File: src/rtl/io_tx_pkg.sv
// Shared types and constants for the io_out UART transmitter.
// IO_OUT_TX_PARITY_EN adds an even-parity bit after the data bits (8E1 instead of 8N1).
package io_tx_pkg;

    localparam int BYTES_PER_WORD = 4;
    localparam int DATA_BITS      = 8;

`ifdef IO_OUT_TX_PARITY_EN
    localparam int BITS_PER_BYTE = 11;
    typedef enum logic [2:0] {IDLE, START, DATA, PARITY, STOP} tx_state_e;
`else
    localparam int BITS_PER_BYTE = 10;
    typedef enum logic [1:0] {IDLE, START, DATA, STOP} tx_state_e;
`endif

endpackage

File: src/rtl/io_sync_fifo.sv
// Single-clock FIFO with occupancy output; a push into a full FIFO is
// accepted only when a pop happens in the same cycle.
module io_sync_fifo #(
    parameter  int WIDTH = 32,
    parameter  int DEPTH = 4,
    localparam int PTR_W = $clog2(DEPTH),
    localparam int LVL_W = $clog2(DEPTH + 1)
) (
    input  logic             clock,
    input  logic             reset,
    input  logic             push,
    input  logic             pop,
    input  logic [WIDTH-1:0] din,
    output logic [WIDTH-1:0] dout,
    output logic             full,
    output logic             empty,
    output logic [LVL_W-1:0] level
);

    logic [WIDTH-1:0] mem [DEPTH];
    logic [PTR_W-1:0] wr_ptr;
    logic [PTR_W-1:0] rd_ptr;
    logic [LVL_W-1:0] count;
    logic             do_push;
    logic             do_pop;

    assign full    = (count == LVL_W'(DEPTH));
    assign empty   = (count == '0);
    assign level   = count;
    assign dout    = mem[rd_ptr];
    assign do_pop  = pop && !empty;
    assign do_push = push && (!full || do_pop);

    always_ff @(posedge clock) begin
        if (do_push) begin
            mem[wr_ptr] <= din;
        end
    end

    // DEPTH is a power of two, so the pointers wrap by plain overflow.
    always_ff @(posedge clock or negedge reset) begin
        if (!reset) begin
            wr_ptr <= '0;
            rd_ptr <= '0;
            count  <= '0;
        end else begin
            if (do_push) wr_ptr <= wr_ptr + 1'b1;
            if (do_pop)  rd_ptr <= rd_ptr + 1'b1;
            case ({do_push, do_pop})
                2'b10:   count <= count + 1'b1;
                2'b01:   count <= count - 1'b1;
                default: count <= count;
            endcase
        end
    end

endmodule

File: src/rtl/io_out_uart_tx.sv
// Streams every new io_out value as four UART bytes, LSB byte first.
// Build option: IO_OUT_TX_PARITY_EN inserts an even-parity bit per byte.
module io_out_uart_tx
    import io_tx_pkg::*;
#(
    parameter int CLKS_PER_BIT = 16,
    parameter int FIFO_DEPTH   = 4
) (
    input  logic                            clock,
    input  logic                            reset,
    input  logic [31:0]                     io_out,
    output logic                            tx,
    output logic                            busy,
    output logic                            overflow,
    output logic [$clog2(FIFO_DEPTH+1)-1:0] level
);

    localparam int BAUD_W = $clog2(CLKS_PER_BIT);

    tx_state_e         state_q;
    tx_state_e         state_d;
    logic [31:0]       prev;
    logic              change;
    logic              pop;
    logic              fifo_full;
    logic              fifo_empty;
    logic [31:0]       fifo_dout;
    logic [BAUD_W-1:0] baud_q;
    logic              bit_end;
    logic [2:0]        bit_cnt_q;
    logic [1:0]        byte_cnt_q;
    logic [31:0]       shift_q;
`ifdef IO_OUT_TX_PARITY_EN
    logic              parity_q;
`endif

    assign change  = (io_out != prev);
    assign pop     = (state_q == IDLE) && !fifo_empty;
    assign bit_end = (baud_q == BAUD_W'(CLKS_PER_BIT - 1));
    assign busy    = (state_q != IDLE);

    io_sync_fifo #(
        .WIDTH (32),
        .DEPTH (FIFO_DEPTH)
    ) u_fifo (
        .clock (clock),
        .reset (reset),
        .push  (change),
        .pop   (pop),
        .din   (io_out),
        .dout  (fifo_dout),
        .full  (fifo_full),
        .empty (fifo_empty),
        .level (level)
    );

    // prev follows io_out even when the word is dropped, so a drop is never retried.
    always_ff @(posedge clock or negedge reset) begin
        if (!reset) begin
            prev     <= '0;
            overflow <= 1'b0;
        end else if (change) begin
            prev <= io_out;
            if (fifo_full && !pop) overflow <= 1'b1;
        end
    end

    always_ff @(posedge clock or negedge reset) begin
        if (!reset) state_q <= IDLE;
        else        state_q <= state_d;
    end

    always_comb begin
        state_d = state_q;
        tx      = 1'b1;
        case (state_q)
            IDLE: begin
                if (!fifo_empty) state_d = START;
            end
            START: begin
                tx = 1'b0;
                if (bit_end) state_d = DATA;
            end
            DATA: begin
                tx = shift_q[0];
                if (bit_end && bit_cnt_q == 3'(DATA_BITS - 1)) begin
`ifdef IO_OUT_TX_PARITY_EN
                    state_d = PARITY;
`else
                    state_d = STOP;
`endif
                end
            end
`ifdef IO_OUT_TX_PARITY_EN
            PARITY: begin
                tx = parity_q;
                if (bit_end) state_d = STOP;
            end
`endif
            STOP: begin
                if (bit_end) begin
                    state_d = (byte_cnt_q < 2'(BYTES_PER_WORD - 1)) ? START : IDLE;
                end
            end
            default: state_d = IDLE;
        endcase
    end

    // Shifting right once per data bit leaves the next byte in shift_q[7:0].
    always_ff @(posedge clock or negedge reset) begin
        if (!reset) begin
            baud_q     <= '0;
            bit_cnt_q  <= '0;
            byte_cnt_q <= '0;
            shift_q    <= '0;
`ifdef IO_OUT_TX_PARITY_EN
            parity_q   <= 1'b0;
`endif
        end else begin
            baud_q <= (state_q == IDLE || bit_end) ? '0 : baud_q + 1'b1;
            case (state_q)
                IDLE: begin
                    if (!fifo_empty) begin
                        shift_q    <= fifo_dout;
                        byte_cnt_q <= '0;
                    end
                end
                START: begin
                    if (bit_end) begin
                        bit_cnt_q <= '0;
`ifdef IO_OUT_TX_PARITY_EN
                        parity_q  <= 1'b0;
`endif
                    end
                end
                DATA: begin
                    if (bit_end) begin
                        shift_q   <= {1'b0, shift_q[31:1]};
                        bit_cnt_q <= bit_cnt_q + 1'b1;
`ifdef IO_OUT_TX_PARITY_EN
                        parity_q  <= parity_q ^ shift_q[0];
`endif
                    end
                end
                STOP: begin
                    if (bit_end && state_d == START) byte_cnt_q <= byte_cnt_q + 1'b1;
                end
                default: ;
            endcase
        end
    end

endmodule

File: config.mk
export PLATFORM = sky130hd
export DESIGN_NAME = io_out_uart_tx
export DESIGN_NICKNAME = d
export VERILOG_FILES = /design/src/rtl/io_tx_pkg.sv /design/src/rtl/io_sync_fifo.sv /design/src/rtl/io_out_uart_tx.sv
export SDC_FILE = /design/constraint.sdc
export NUM_CORES = 1
export LEC_CHECK = 0
export ABC_AREA = 0
export BUFFER_PORTS_ARGS = -buffer_cell sky130_fd_sc_hd__buf_2
export CAP_MARGIN = 15
export CORE_ASPECT_RATIO = 0.5
export CORE_MARGIN = 4
export CORE_UTILIZATION = 50
export CTS_BUF_LIST = sky130_fd_sc_hd__clkbuf_2
export CTS_CLUSTER_SIZE = 25
export DETAILED_ROUTE_END_ITERATION = 8
export GPL_ROUTABILITY_DRIVEN = 0
export PLACE_DENSITY = 0.7
export SLEW_MARGIN = 10
export SYNTH_ARGS = -nofsm -noshare
export SYNTH_HDL_FRONTEND = slang
export SYNTH_SLANG_ARGS = --single-unit
File: constraint.sdc
create_clock -name clock -period 2.31 [get_ports clock]
set_clock_uncertainty 0.1 [all_clocks]
set_input_delay 0.231 -clock clock [delete_from_list [all_inputs] [get_ports clock]]
set_output_delay 0.231 -clock clock [all_outputs]
set_load 0.1 [all_outputs]
==> impl_results.md, run 1 <==
- Initial core utilization: between 50% and 60%
- ANT nets after route: 0
- Sinks on Clock Net: approximately 210
- CP delay by family, top: simple AND/OR/NAND/NOR gates
- CP Buf/Inv Count: 2
- Worst-Margin Slew: 0.491 ns
- Sequential share of the synthesized area: 70.7%
- Die H: 99.5 µm
- Setup violators final: 87
- Max stage delay on crit path: roughly 0.42 ns
- Input/output buffers: 39
- Area delta synth->final: 22.5%
- Fin worst setup slack: -0.220 ns
- FILL cells: 1205
- Remaining Overflow, GRT: 0
- Clock Latency Late Sink: 0.74 ns
- Ports: 40
- Largest net degree at the start of global routing: a little over 40
- Syn_nets: 557
- Mean Syn Cell Area: 16.3 µm²
- Cell area after synthesis: 0.00837 mm²
- Clock Path Buffers: 3
- GR Util All Layers: 18.8%
- Hold Path Class: input pin to flop
- Drt first-iter violations: 450
- Routed wire length: roughly 18000 µm
- FF+latch count, synth: 211
- Post-Syn Instances: 513
- Arrival time at the worst endpoint: 3.06 ns
- Status: finished with violations
- CP Capture Type: flop
- Row count: 33
- Worst-path cell chain: xnor2_2, nand4_1, nor4_4, a31oi_4, inv_2, ha_4, inv_2, fa_2, xor2_1, nor2_1, xor2_1
- H-tree depth: 2
- Synth unique cells: 30
- Failing checks: negative setup slack
- Fraction of layout cells with a size suffix above 1: between 30% and 40%
- DP HPWL: 10700 µm
- Max_cap viols: 0
- Die area: 0.0190 mm²
- Critical path depth: 11
- Post-DP Area: 0.00915 mm²
- First-pass GRT wire length: 27200 µm
- Final hold violations: 0
- Design Area, Final: 0.0103 mm²
- Worst hold path depth: 2
- Pwr/cell area: ~650 mW/mm²
- F_max: about 0.40 GHz
- Top cells by area, synth: edfxtp_1 46%, dfrtp_1 25%, mux4_2 8.6%
- Kind of critical path: flop to flop
- Worst reg2reg path depth: 11
- Total CTS buffers: 48
- Vias/cell: 5.17
- Ys Warns: 0
- Number of global-route vias before repair: approximately 5000
- Min cycle time layout: 2.53 ns
- Period utilization: 110%
- Area leader, netlist: edfxtp_1
- FF+latch area: 0.00593 mm²
- VDD IR-drop max: between 200 and 300 µV
- Commonest cells after routing, fill and taps aside: 128 x edfxtp_1, 79 x dfrtp_1, 79 x clkbuf_2
- Reg2reg setup slack: -0.22 ns
- Clock transition at path regs: 0.13 ns
- Clock Root Buffer: clkbuf_2
- DR pass1 iterations: 4
- Worst EP required: 2.84 ns
- RSZ-0062 raised after global routing: true
- DRC viols: 0
- Nets: 694
- Core region area: 0.0164 mm²
- Initial antenna violation count: 1
- Slew HR: between 60% and 70%
- Place WS: -0.250 ns
- Total number of vias: 4747
- Commonest non-fill, non-tap cell in the layout: edfxtp_1
- Max Slew Vio Count: 0
- Startpoint Class: flop
- Area of the multi-input gates: between 0.002 and 0.0025 mm²
- CTS tree: done
- Power Total: roughly 6.6 mW
- CP max-delay cell: dfrtp_1
- Lkg Pwr: between 3 and 4 nW
- Share of the synthesized area in the top cell type: 45.9%
- Wirelength per Cell: around 19 µm
- Crit-path max FO: 2
- Die Wd: around 190 µm
-- worst register-to-register path: cells and delay by family (launching register included) --
family | cells | cell delay [ns]
compound gates | 1 | 0.14
xor+xnor | 3 | 0.46
fa+ha+maj | 2 | 0.45
buf+inv | 2 | 0.11
flops | 1 | 0.42
simple gates | 3 | 0.77
-- sequential cells by signal (all words and copies together), names as in the netlist --
name,cells
prev,32
bit_cnt_q,3
u_fifo.rd_ptr,2
u_fifo.mem,128
shift_q,32
u_fifo.level,3
overflow,1
state_q,2
byte_cnt_q,2
u_fifo.wr_ptr,2
baud_q,4
-- cell usage after synthesis, drive strengths merged --
library cell and n:
mux4 32, xor2 3, inv 10, buf 17, nor3 3, and3 4
mux2i 32, fa 1, mux2 1, a21oi 36, clkbuf 34, nor4 1
edfxtp 128, o21ai 7, nand2 12, dfrtp 83, nand4 8, and4 1
nand2b 2, nand3 3, and2 4, a221o 1, a21o 1, nor2 41
a31oi 1, xnor2 38, ha 9
-- layout make-up --
class | count | share of cell area (%)
inverter | 10 | 0.402
clock inverter | 10 | 0.402
timing repair buffer | 138 | 12.6
multi-input combinational | 241 | 22.1
antenna | 3 | 0.0732
sequential | 211 | 57.8
clock buffer | 79 | 3.85
tap | 227 | 2.77
-- final timing paths --
path	startpoint	to
setup / recovery	prev[23]	u_fifo.level[2]
hold / removal	io_out[4]	prev[4]
setup reg to reg	prev[23]	u_fifo.level[2]
hold reg to reg	baud_q[0]	baud_q[0]
max in group asynchronous	reset	u_fifo.level[1]
min in group asynchronous	reset	prev[18]
-- through the flow --
stage	std cells	setup TNS, ns	hold slack, ns	util (%)
final	919	-2.10	0.112	62.6
after global routing	917	-6.03	0.0535	62.6
after CTS	905	-0.328	0.0590	60.9
after detailed placement	780	-0.367	0.169	55.8
after global placement	780	-0.290	0.176	55.8
after floorplan	513	-37.49	-0.165	-
-- per-layer routing --
| metal | global-route usage (%) | part of all wire (%) | wire length [µm] | up-vias |
|---|---|---|---|---|
| met5 | 0 | 0 | 0 | - |
| met4 | 4.96 | 1.2 | 207 | 0 |
| met3 | 4.38 | 5.7 | 1020 | 22 |
| met2 | 29.5 | 47 | 8370 | 133 |
| met1 | 27.2 | 46 | 8290 | 2411 |
| li1 | - | - | - | 2181 |
-- kinds of logic after synthesis --
logic type | Yosys count | synth area share, %
simple gates | 79 | 4.53
mux | 65 | 12.6
xor+xnor | 41 | 4.29
flops | 211 | 70.7
buf+inv | 61 | 3.11
fa+ha+maj | 10 | 1.58
compound gates | 46 | 3.17
-- what timing repair did --
item                       in CTS  in global routing
hold endpoints to repair      244                  0
resized for setup               5                 19
setup endpoints to repair      27                115
hold buffers                   35                  0
pin swaps                      10                 10
buffers inserted                1                  2
cloned                          0                  9
-- power breakdown --
group          internal (mW)  total (mW)  switching, mW
registers               4.03        4.04         0.0143
logic                  0.136       0.274          0.138
clock network          0.890        2.31           1.42
total                   5.06        6.63           1.57
Note: power is estimated with default switching activity, not from simulation.
==> run 2, diff against run 1 <==
--- a/config.mk
+++ b/config.mk
@@ -19,4 +19,5 @@
 export SLEW_MARGIN = 10
 export SYNTH_ARGS = -nofsm -noshare
 export SYNTH_HDL_FRONTEND = slang
+export SYNTH_HIERARCHICAL = 1
 export SYNTH_SLANG_ARGS = --single-unit
==> run 2 against run 1 <==
Net effect: the run still ends with negative setup slack left; register-to-register slack worse by 0.12 ns; count of clock-buffer cells in the layout is 15 lower; clock power decreased by 6%; core utilization rose by 0.63 points; flip-flop and latch count unchanged; cell count down 0.11%; power fell by 1.3%; setup slack worse by 0.12 ns; area after synthesis is 1.8% higher; sequential power hardly changed; critical path type unchanged; highest routed layer unchanged.
==> impl_results.md, run 2 <==
- Status: finished with violations
- Failing checks: negative setup slack
- Total number of vias: 4741
- Design Area, Final: 0.0105 mm²
- Number of global-route vias before repair: 5020
- Synth unique cells: 40
- CP Capture Type: flop
- Reg2reg setup slack: -0.34 ns
- Post-Syn Instances: 515
- Initial antenna violation count: 0
- Hold Path End: prev[14]
- Fraction of layout cells with a size suffix above 1: 38.8%
- Wirelength per Cell: 19.0 µm
- Sequential share of the synthesized area: 69.5%
- Hold Path Class: input pin to flop
- Row count: 33
- Final hold violations: 0
- Clock transition at path regs: around 0.13 ns
- FF+latch count, synth: between 200 and 250
- Die Wd: between 150 and 200 µm
- DP HPWL: 10500 µm
- Most common cell in the synthesized netlist: edfxtp_1
- Place WS: -0.602 ns
- Worst reg2reg path depth: 12
- Post-synth ARST share: 39.3%
- Clock Path Buffers: 3
- Worst EP required: approximately 2.8 ns
- RSZ-0062 raised after global routing: true
- Worst R2R End: u_fifo/level[2]
- Power Total: 6.54 mW
- Slew HR: 67.4%
- Kind of critical path: flop to flop
- Fin worst setup slack: -0.338 ns
- Lkg Pwr: 4.19 nW
- GR Util All Layers: 18.5%
- Worst-Margin Slew: 0.493 ns
- Number of enable flip-flop cells after synthesis: roughly 130
- Fin util: between 60% and 70%
- Area of the multi-input gates: 0.00241 mm²
- Largest net degree at the start of global routing: 64
- Max Slew Vio Count: 0
- Ant. Diodes: 0
- Remaining Overflow, GRT: 0
- Max_cap viols: 0
- Initial core utilization: 51.5%
- H-tree depth: 2
- Hold path start: io_out[14]
- DRC viols: 0
- F_max: around 0.38 GHz
- Setup violators final: 81
- Drt first-iter violations: 202
- Area delta synth->final: 22.8%
- ANT nets after route: 0
- Most used DFF post-synth: edfxtp_1
- DR pass1 iterations: 4
- Max reg flops: ~130
- Ports: 40
- Routed wire length: between 15000 and 20000 µm
- Startpoint Class: flop
- Commonest non-fill, non-tap cell in the layout: edfxtp_1
- Cell area after synthesis: 0.00852 mm²
- Worst hold path depth: 2
- Period utilization: 115%
- Min cycle time layout: between 2 and 3 ns
- Pwr/cell area: 625 mW/mm²
- Worst hold margin: 0.161 ns
- Post-DP Area: 0.00934 mm²
- CTS tree: done
- FF+latch area: 0.00593 mm²
- Share of the synthesized area in the top cell type: 45.1%
- Reg2reg start: prev[23]
- Mean Syn Cell Area: 16.6 µm²
- Core region area: 0.0166 mm²
- Crit-path max FO: 2
- First-pass GRT wire length: about 27000 µm
- Die H: 100 µm
- Area leader, netlist: edfxtp_1
- Total CTS buffers: 46
- Sinks on Clock Net: 211
- Top Registers: u_fifo/mem: 128 flops, prev: 32 flops, shift_q: 32 flops
- Vias/cell: approximately 5.2
- Die area: 0.0193 mm²
- Clock Latency Late Sink: ~0.74 ns
- Post-synth top cells: 128 x edfxtp_1, 83 x dfrtp_1, 41 x nand2_1
- VDD IR-drop max: 350 µV
- Arrival time at the worst endpoint: 3.15 ns
- FILL cells: about 1200
- Reg with most FFs: u_fifo/mem
- Top cells by area, synth: edfxtp_1 45%, dfrtp_1 24%, mux4_2 8.5%
- Ys Warns: 6
- Nets: roughly 700
- Input/output buffers: 39
- Syn_nets: 559
- Commonest cells after routing, fill and taps aside: 128 x edfxtp_1, 79 x dfrtp_1, 64 x clkbuf_2
- Clock Root Buffer: clkbuf_2
==> run 2: changes by cell type in the layout (fill, tap and decap cells not counted), moves of 3 or more <==
| cell | before | now |
|---|---|---|
| nor2_1 | 39 | 9 |
| a21oi_1 | 35 | 2 |
| o21ai_0 | 6 | 16 |
| clkbuf_2 | 79 | 64 |
| xnor2_2 | 4 | 9 |
| diode_2 | 3 | 0 |
| buf_6 | 6 | 10 |
| nor3_1 | 3 | 0 |
| buf_4 | 43 | 47 |
| o21ai_2 | 0 | 19 |
| xnor2_1 | 34 | 28 |
| clkinv_1 | 9 | 14 |
| nand2_1 | 12 | 40 |
==> run 2: worst max path at each step <==
stage	startpoint	to	slack [ns]
after global placement	prev[9]	u_fifo/level[2]	-0.56
after CTS	prev[11]	u_fifo/level[2]	-0.29
after global routing	prev[4]	u_fifo/level[2]	-0.49
after detailed placement	prev[15]	u_fifo/level[2]	-0.60
final	prev[23]	u_fifo/level[2]	-0.34
after floorplan	u_fifo/level[0]	u_fifo/level[2]	-0.17
==> run 2: what timing repair did <==
action / CTS / global route
hold buffers: 35 / 0
gates resized for setup: 28 / 13
endpoints found under the setup margin: 134 / 130
endpoints found under the hold margin: 243 / 0
gates cloned: 2 / 6
buffers inserted: 3 / 1
pin swaps: 22 / 9
==> run 2: critical path, cell delays in order (launching register included) <==
cell and delay, ns:
dfrtp_1 0.40, xnor2_1 0.17, nand4_1 0.24, nor4_2 0.35
nand2_2 0.13, o21a_4 0.14, inv_2 0.06, ha_4 0.13
inv_2 0.03, fa_2 0.32, xor2_1 0.16, nor2_1 0.12
xor2_1 0.15
==> run 2: power breakdown <==
| part | internal, mW | total [mW] | switching [mW] | leakage (nW) |
|---|---|---|---|---|
| combinational | 0.159 | 0.316 | 0.158 | 1.78 |
| clock | 0.760 | 2.17 | 1.41 | 0.300 |
| sequential | 4.03 | 4.05 | 0.0182 | 2.11 |
| total | 4.95 | 6.54 | 1.59 | 4.19 |
==> run 2: layer usage <==
| metal | part of all wire [%] | wire [µm] | vias up | GRT usage (%) |
|---|---|---|---|---|
| li1 | - | - | 2194 | - |
| met5 | 0 | 0 | - | 0 |
| met3 | 4.5 | 779 | 20 | 4.34 |
| met2 | 46 | 8090 | 104 | 28.9 |
| met4 | 1.4 | 239 | 0 | 5.04 |
| met1 | 48 | 8300 | 2423 | 26.7 |
==> run 2: logic make-up after synthesis <==
kind of cell | share of synthesized area (%)
AO/OA/AOI/OAI | 4.08
adder cells (fa/ha/maj) | 1.56
buffers and inverters | 3.79
XOR/XNOR | 4.21
flip-flops | 69.5
AND/OR/NAND/NOR | 4.39
multiplexers | 12.5
==> run 2: area by class of cell <==
class / count / area share [%]
sequential: 211 / 56.7
multi-input combinational: 241 / 23.0
timing repair buffer: 146 / 13.4
clock buffer: 64 / 3.06
tap: 227 / 2.71
clock inverter: 18 / 0.753
inverter: 11 / 0.418
==> run 2: stage by stage <==
stage | TNS (ns) | std cells
6_report | -3.00 | 918
5_1_grt | -9.76 | 918
3_5_place_dp | -37.31 | 792
4_1_cts | -0.548 | 912
3_3_place_gp | -36.11 | 792
2_1_floorplan | -0.168 | 515
